**config.mk**
```make
export PLATFORM = sky130hd
export DESIGN_NAME = serial
export DESIGN_NICKNAME = d
export VERILOG_FILES = /design/src/rtl/serial_pkg.sv /design/src/rtl/serial_sync_word_fifo.sv /design/src/rtl/serial.sv
export SDC_FILE = /design/constraint.sdc
export NUM_CORES = 1
export LEC_CHECK = 0
export CORE_ASPECT_RATIO = 0.7
export CORE_MARGIN = 10
export CORE_UTILIZATION = 28
export CTS_CLUSTER_SIZE = 10
export DETAILED_ROUTE_END_ITERATION = 8
export SYNTH_ARGS = -nofsm -noshare
export SYNTH_HDL_FRONTEND = slang
export SYNTH_SLANG_ARGS = --single-unit
```
**constraint.sdc**
```tcl
create_clock -name clk -period 2.19 [get_ports clk]
set_input_delay 0.657 -clock clk [delete_from_list [all_inputs] [get_ports clk]]
set_output_delay 0.657 -clock clk [all_outputs]
set_load 0.02 [all_outputs]
```
**src/rtl/serial_pkg.sv**
```systemverilog
// Shared helpers for the serial N-to-1 serializer.
package serial_pkg;

    function automatic int clog2(input int v);
        int r;
        r = 0;
        while ((1 << r) < v) r++;
        return r;
    endfunction

    // Slot-counter and word widths derived from the serializer geometry.
    function automatic int cnt_w(input int csnum);
        return clog2(csnum);
    endfunction

    function automatic int wsize(input int ssize, input int csnum);
        return ssize * csnum;
    endfunction

endpackage

```
**src/rtl/serial_sync_word_fifo.sv**
```systemverilog
// Single-clock word FIFO with show-ahead head, full/empty and occupancy count.
module sync_word_fifo
    import serial_pkg::*;
#(
    parameter int DSIZE = 8,
    parameter int DEPTH = 4
) (
    input  logic                    clk,
    input  logic                    rst,
    input  logic                    push,
    input  logic [DSIZE-1:0]        din,
    output logic                    full,
    output logic [clog2(DEPTH):0]   count,
    input  logic                    pop,
    output logic [DSIZE-1:0]        dout,
    output logic                    empty
);
    localparam int AW = clog2(DEPTH);

    logic [DSIZE-1:0] r_mem [DEPTH];
    logic [AW:0]      r_wp;
    logic [AW:0]      r_rp;
    logic             w_push;
    logic             w_pop;

    // Extra pointer MSB separates full from empty when the low bits match.
    assign count  = r_wp - r_rp;
    assign empty  = (r_wp == r_rp);
    assign full   = (r_wp[AW] != r_rp[AW]) && (r_wp[AW-1:0] == r_rp[AW-1:0]);
    assign w_push = push & ~full;
    assign w_pop  = pop & ~empty;
    assign dout   = r_mem[r_rp[AW-1:0]];

    always_ff @(posedge clk) begin
        if (rst) begin
            r_wp <= '0;
            r_rp <= '0;
        end else begin
            if (w_push) r_wp <= r_wp + 1'b1;
            if (w_pop)  r_rp <= r_rp + 1'b1;
        end
    end

    always_ff @(posedge clk) begin
        if (w_push) r_mem[r_wp[AW-1:0]] <= din;
    end

endmodule

```
**src/rtl/serial.sv**
```systemverilog
// N-to-1 serializer: word FIFO feeding a slot shifter, SSIZE bits per read.
// Define SERIAL_LSB_FIRST_EN to emit slots LSB-first instead of MSB-first.
module serial
    import serial_pkg::*;
#(
    parameter int SSIZE     = 1,
    parameter int CSNUM     = 8,
    parameter int DEPTH     = 4,
    parameter int DEF_VALUE = 0
) (
    input  logic                    clk,
    input  logic                    rst,
    input  logic                    wr_en,
    input  logic [SSIZE*CSNUM-1:0]  wr_data,
    output logic                    wr_full,
    output logic [clog2(DEPTH):0]   wr_count,
    input  logic                    rd_en,
    output logic                    rd_vld,
    output logic [SSIZE-1:0]        rd_data,
    output logic                    rd_last,
    output logic                    rd_empty
);
    localparam int WSIZE = wsize(SSIZE, CSNUM);
    localparam int CNT_W = cnt_w(CSNUM);

    logic [WSIZE-1:0] r_shift;
    logic             r_shift_vld;
    logic [CNT_W-1:0] r_cnt;
    logic             r_vld;
    logic             r_last;
    logic [SSIZE-1:0] r_data;

    logic [WSIZE-1:0] w_head;
    logic [WSIZE-1:0] w_shift_nxt;
    logic [SSIZE-1:0] w_slot;
    logic             w_fifo_empty;
    logic             w_last;
    logic             w_rd_acc;
    logic             w_load;

    sync_word_fifo #(
        .DSIZE (WSIZE),
        .DEPTH (DEPTH)
    ) u_fifo (
        .clk   (clk),
        .rst   (rst),
        .push  (wr_en),
        .din   (wr_data),
        .full  (wr_full),
        .count (wr_count),
        .pop   (w_load),
        .dout  (w_head),
        .empty (w_fifo_empty)
    );

`ifdef SERIAL_LSB_FIRST_EN
    assign w_slot      = r_shift[SSIZE-1:0];
    assign w_shift_nxt = {{SSIZE{1'b0}}, r_shift[WSIZE-1:SSIZE]};
`else
    assign w_slot      = r_shift[WSIZE-1 -: SSIZE];
    assign w_shift_nxt = {r_shift[WSIZE-SSIZE-1:0], {SSIZE{1'b0}}};
`endif

    // A non-empty FIFO with an idle shifter always loads on the next edge,
    // so slots are only offered once they sit in the shifter.
    assign rd_empty = ~r_shift_vld;
    assign w_last   = (r_cnt == CNT_W'(CSNUM - 1));
    assign w_rd_acc = rd_en & r_shift_vld;
    assign w_load   = (~r_shift_vld | (w_rd_acc & w_last)) & ~w_fifo_empty;

    assign rd_vld  = r_vld;
    assign rd_last = r_last;
    assign rd_data = r_data;

    always_ff @(posedge clk) begin
        if (rst) begin
            r_shift     <= '0;
            r_shift_vld <= 1'b0;
            r_cnt       <= '0;
            r_vld       <= 1'b0;
            r_last      <= 1'b0;
            r_data      <= SSIZE'(DEF_VALUE);
        end else begin
            r_vld  <= w_rd_acc;
            r_last <= w_rd_acc & w_last;
            if (w_rd_acc) r_data <= w_slot;
            // Reloading on the final slot keeps consecutive words bubble-free.
            if (w_load) begin
                r_shift     <= w_head;
                r_shift_vld <= 1'b1;
                r_cnt       <= '0;
            end else if (w_rd_acc) begin
                r_shift <= w_shift_nxt;
                r_cnt   <= r_cnt + 1'b1;
                if (w_last) r_shift_vld <= 1'b0;
            end
        end
    end

endmodule

```
Yosys cells after proc, flatten, opt, wreduce, memory -nomap -nowiden
Memory sizes are Yosys's and may differ from the RTL's. A register that Yosys moved wholly into a read port is not among the register bits.
Index checks and enable logic that the tools add are counted.
{"block": "totals", "register_bits": 21, "mem_bits_rw": 32, "elab_cells": 40, "memories": 1}
{"name": "u_fifo.r_mem", "words": 4, "word_bits": 8, "read_ports": 1, "rd_clocked_by_memory_dff": 1, "wr": 1, "line": "serial_sync_word_fifo.sv:20", "source": "logic [DSIZE-1:0] r_mem [DEPTH];"}
{"block": "classes", "n_addsub": 4, "eq_ne": 4, "n_mux": 9, "n_bitwise": 9, "reduce_logical": 5}
{"operator": "two-way mux 8 bit", "count": 2}
{"operator": "adder 3 x 1 -> 3 bit (second input constant)", "count": 3}
{"operator": "bitwise AND 1 bit", "count": 5}
{"operator": "two-way mux 1 bit", "count": 5}
{"operator": "two-way mux 2 bit", "count": 2}
{"operator": "nonzero test 2 bit", "count": 2}
{"operator": "equality test 3 bit", "count": 1}
{"operator": "equality test 3 bit (second input constant)", "count": 1}
{"operator": "NOT 1 bit", "count": 3}
{"operator": "subtractor 3 bit", "count": 1}
{"operator": "equality test 2 bit", "count": 1}
{"operator": "AND reduction 2 bit", "count": 1}
{"operator": "OR reduction 2 bit", "count": 1}
{"operator": "logical AND 1 bit", "count": 1}
{"operator": "!= test 1 bit", "count": 1}
{"operator": "bitwise OR 1 bit", "count": 1}

Longest topological paths before layout
Gate-level depths: netlist of the first run.
{"block": "depth", "word_depth": 7, "mapped_depth": 7, "mapped_depth_nobuf": 6}

Modules after synthesis
Synthesis of the first run repeated with hierarchy kept, for this count alone.
{"block": "unflattened", "hier_cells": 172, "hier_area_um2": 2409.8}
{"module": "sync_word_fifo", "instances": 1, "cells_each": 109, "area_each_um2": 1742.9}
{"module": "serial", "instances": 1, "cells_each": 63, "area_each_um2": 666.9}

Worst setup path after synthesis of the first run
OpenSTA, ideal clock, no wires.
{"block": "synth_timing", "path_type": "register -> output", "from": "register u_fifo.r_wp[0]", "to": "output port wr_count[2]", "arrival_time_ns": 1.387, "slack_ns": 0.146, "path_stages_with_launch": 5, "cell_sequence": "dfxtp_1 inv_1 ha_1 fa_1 xnor2_1"}
{"block": "synth_between", "elab_chain_len": 1}
{"item": "start: declaration", "line": "serial_sync_word_fifo.sv:21", "source": "logic [AW:0] r_wp;"}
{"item": "start signal: assignment", "line": "serial_sync_word_fifo.sv:39", "source": "if (w_push) r_wp <= r_wp + 1'b1;"}
{"item": "subtractor 3 bit", "line": "serial_sync_word_fifo.sv:27", "source": "assign count = r_wp - r_rp;"}
{"item": "end: declaration", "line": "serial.sv:16", "source": "output logic [clog2(DEPTH):0] wr_count,"}
No other way between the ends.

Worst setup path in the final report of the first run
{"block": "layout_timing", "from": "register u_fifo.r_wp[0]", "to": "output port wr_count[1]"}
Same word-level chain as after synthesis.

==> impl_metrics.csv, run 1 <==
group,metric,value,unit
critical_path,reg2reg_from,"u_fifo.r_wp[1]",
global_routing,grt_pass1_vias,1353,
finish,seq_area,0.00142,mm^2
clock_tree,clk_latency,290,ps
finish,drive_gt1_share,29.6,%
detailed_routing,drtAntennaViolNets,0,
synthesis,synthTopCellsByArea,"edfxtp_1, dfxtp_1, mux4_2, ha_1, a311oi_2",
floorplan,die_width,128,um
placement,io_buffers,19,
power_and_ir_drop,power-per-cell-area,1120,mW/mm^2
floorplan,rows,27,
timing,period_needed,2140,ps
clock_tree,root_buffer,"clkbuf_16",
synthesis,synth_cells,162,
global_routing,grt_busiest_layer,"met2",
critical_path,worstPathCellList,"inv_2 -> ha_4 -> fa_2 -> inv_2 -> buf_6",
global_routing,grt_use_met2,10.1,%
critical_path,required,1530,ps
clock_tree,cts_htree_levels,2,
timing,max_slew_margin,64.0,%
timing,final_critical_path_setup_slack,45.3,ps
timing,fmax,466,MHz
synthesis,netlist_area,0.00229,mm^2
clock_tree,clock_path_buffers,2,
job,maxCapViolations,0,
timing,final-max-slew-violation-count,0,
critical_path,crit_buf_inv,3,
clock_tree,cts_tree,"yes",
synthesis,yosysTopAreaCell,"edfxtp_1",
timing,skew,3.55,ps
global_routing,antenna_found_initial,0,
clock_tree,cts_buffers,5,
clock_tree,clkTransAtPathRegs,70,ps
power_and_ir_drop,leakage,1.08,nW
clock_tree,clock-sinks,55,
detailed_routing,vias,1341,
floorplan,start_util,29.0,%
global_routing,track_usage,7.05,%
finish,antenna_cells,0,
global_routing,grt_use_met1,9.64,%
detailed_routing,drt-initial-drc-count,111,
placement,place_inst,295,
detailed_routing,drc,0,
hold_path,whs_endpoint,"rd_data",
critical_path,crit_family,"adder cells",
hold_path,hold_path.startpoint,"rd_data",
floorplan,ios,20,
critical_path,arrival,1490,ps
detailed_routing,routedWlPerCell,13.4,um
critical_path,worst_path_most_repeated_cell,"inv_2",
synthesis,synth-seq-cells,55,
timing,fin_tns_setup,0,ps
finish,final_nets,224,
finish,multi_input_area,826,um^2
placement,dp_hpwl,3040,um
synthesis,yosysWarningCount,0,
synthesis,avgSynthCellArea,14.2,um^2
critical_path,worstSetupEndpointType,"primary output",
global_routing,grt_remaining_overflow,0,
global_routing,grt_max_degree,22,
timing,period_share,97.9,%
power_and_ir_drop,vdd_drop_max,0.426,mV
timing,tightest_slew,539,ps
status,status,"complete, no violations",
detailed_routing,routed_wl,4080,um
clock_tree,hold_buffers,0,
hold_path,hp-class,"flop to flop",
timing,setup_viol,0,
finish,fill_cells,771,
finish,syn_to_final_growth,27.4,%
placement,place.gp.congestion,0.734,
detailed_routing,via_per_inst,4.41,
critical_path,regToRegSetupSlack,330,ps
critical_path,regToRegEndpoint,"r_shift[7]",
global_routing,use_met3,2.31,%
critical_path,crit_path_top_delay_cell,"fa_2",
synthesis,syn_nets,184,
floorplan,die_h,95.7,um
timing,whs,462,ps
critical_path,cp-start-kind,"flop",
critical_path,crit_path_max_fanout,2,
global_routing,grt_pass1_wl,6850,um
synthesis,ys_types,27,
detailed_routing,dr.pass1.iters,4,
critical_path,reg2reg_depth,7,
power_and_ir_drop,p_total,3.26,mW
floorplan,core_region_area,0.00791,mm^2
floorplan,dieArea,0.0123,mm^2
finish,fin_cells,304,
placement,pre_cts_ws,-187,ps
hold_path,worstHoldPathCells,2,
critical_path,crit_type,"flop to primary output",
critical_path,critPathMaxStageDelay,520,ps
synthesis,ys_seq_area_share,62.0,%
timing,rsz0062_at_grt,"true",
timing,final_hold_viol_count,0,
synthesis,yosys.area.top_type_share,41.9,%
-- routing by layer --
layer  vias to the layer above  part of all wire, %
met3                         4                  3.9
met1                       648                   51
met4                         0                  1.1
met5                         -                    0
li1                        668                    -
met2                        21                   44
-- state kept, by name (all words and copies together) (netlist names), named ones only --
register,count
u_fifo.r_mem,32
r_shift,8
r_cnt,3
u_fifo.r_rp,3
u_fifo.r_wp,3
r_shift_vld,1
rd_data,1
rd_last,1
rd_vld,1
-- cells in the mapped netlist --
master / n
xnor2_1: 4
inv_1: 7
a311oi_2: 7
nor2b_1: 1
buf_6: 1
a21oi_1: 4
dfxtp_1: 23
xor2_2: 1
fa_1: 1
and2_1: 4
nand3_1: 9
nor2_2: 1
edfxtp_1: 32
ha_1: 9
clkbuf_1: 3
buf_2: 4
nor2_1: 15
nand2_1: 13
mux2i_1: 3
o21ai_1: 1
mux4_2: 8
nor3_1: 3
o211ai_1: 2
xor2_1: 3
o21a_2: 1
o21ai_4: 1
a21bo_2: 1
-- worst max path at each step --
stage / start / to / slack [ps] / cells past startpoint
after global routing: u_fifo.r_wp[0] / wr_count[1] / -2 / 5
final: u_fifo.r_wp[0] / wr_count[1] / 50 / 5
after CTS: u_fifo.r_wp[0] / wr_count[2] / -10 / 5
after floorplan: u_fifo.r_wp[0] / wr_count[2] / 150 / 4
after detailed placement: u_fifo.r_wp[0] / wr_count[2] / -190 / 5
after global placement: u_fifo.r_wp[0] / wr_count[2] / -160 / 5
-- worst reg2reg max path: cells and delay by family (launching register included) --
kind	cells	cell delay, ps
compound gates	2	670
flops	1	310
simple gates	2	220
fa+ha+maj	1	270
buf+inv	2	300
-- cell type report --
cell class / count / area share [%]
tap: 101 / 4.33
clock buffer: 6 / 4.75
inverter: 7 / 0.899
sequential: 55 / 48.7
timing repair buffer: 41 / 12.3
clock inverter: 2 / 0.685
multi-input combinational: 92 / 28.3
-- cell families (layout without fill, tap and decap cells) --
logic type	after synthesis	count (layout)	synth area share, %
fa+ha+maj	10	10	5.78
compound gates	17	17	7.86
simple gates	46	46	8.84
mux	11	11	9.17
buf+inv	15	56	3.00
flops	55	55	62.0
xor+xnor	8	8	3.38
-- placed cells by master (no fill, tap or decap), types with 2 or more instances in the layout --
cell,Yosys,layout
xnor2_1,4,3
edfxtp_1,32,32
clkdlybuf4s50_1,0,15
inv_1,7,5
nor3_1,3,3
buf_4,0,22
a21oi_1,4,4
dfxtp_1,23,21
inv_2,0,2
and2_1,4,4
o211ai_1,2,2
mux2i_1,3,3
nand3_1,9,9
clkbuf_16,0,5
dfxtp_2,0,2
mux4_2,8,8
a311oi_2,7,7
ha_1,9,8
xor2_1,3,3
nand2_1,13,13
nor2_1,15,15
-- where the power goes --
part,switching [mW],internal [mW]
clock network,0.360,0.465
logic,0.536,0.528
registers,0.125,1.25
-- per-stage QoR --
step / util (%) / instance area, um^2
finish: 37.0 / 2920
global placement: 34.6 / 2740
floorplan: - / 2290
detailed placement: 34.6 / 2740
CTS: 36.6 / 2890
global route: 37.0 / 2920
-- timing repair --
item	CTS	global route
buffers inserted	0	1
resized for setup	15	10
pin swaps	1	1
setup endpoints to repair	4	3
(Power assumes the default switching activity.)
==> inputs of run 2 (changes only) <==
--- a/config.mk
+++ b/config.mk
@@ -8,8 +8,9 @@
 export CORE_ASPECT_RATIO = 0.7
 export CORE_MARGIN = 10
 export CORE_UTILIZATION = 28
-export CTS_CLUSTER_SIZE = 10
+export CTS_CLUSTER_SIZE = 28
 export DETAILED_ROUTE_END_ITERATION = 8
+export GPL_ROUTABILITY_DRIVEN = 0
 export SYNTH_ARGS = -nofsm -noshare
 export SYNTH_HDL_FRONTEND = slang
 export SYNTH_SLANG_ARGS = --single-unit
==> results of run 2 <==
No change in the layout: final DEF, timing and power equal those of run 1.
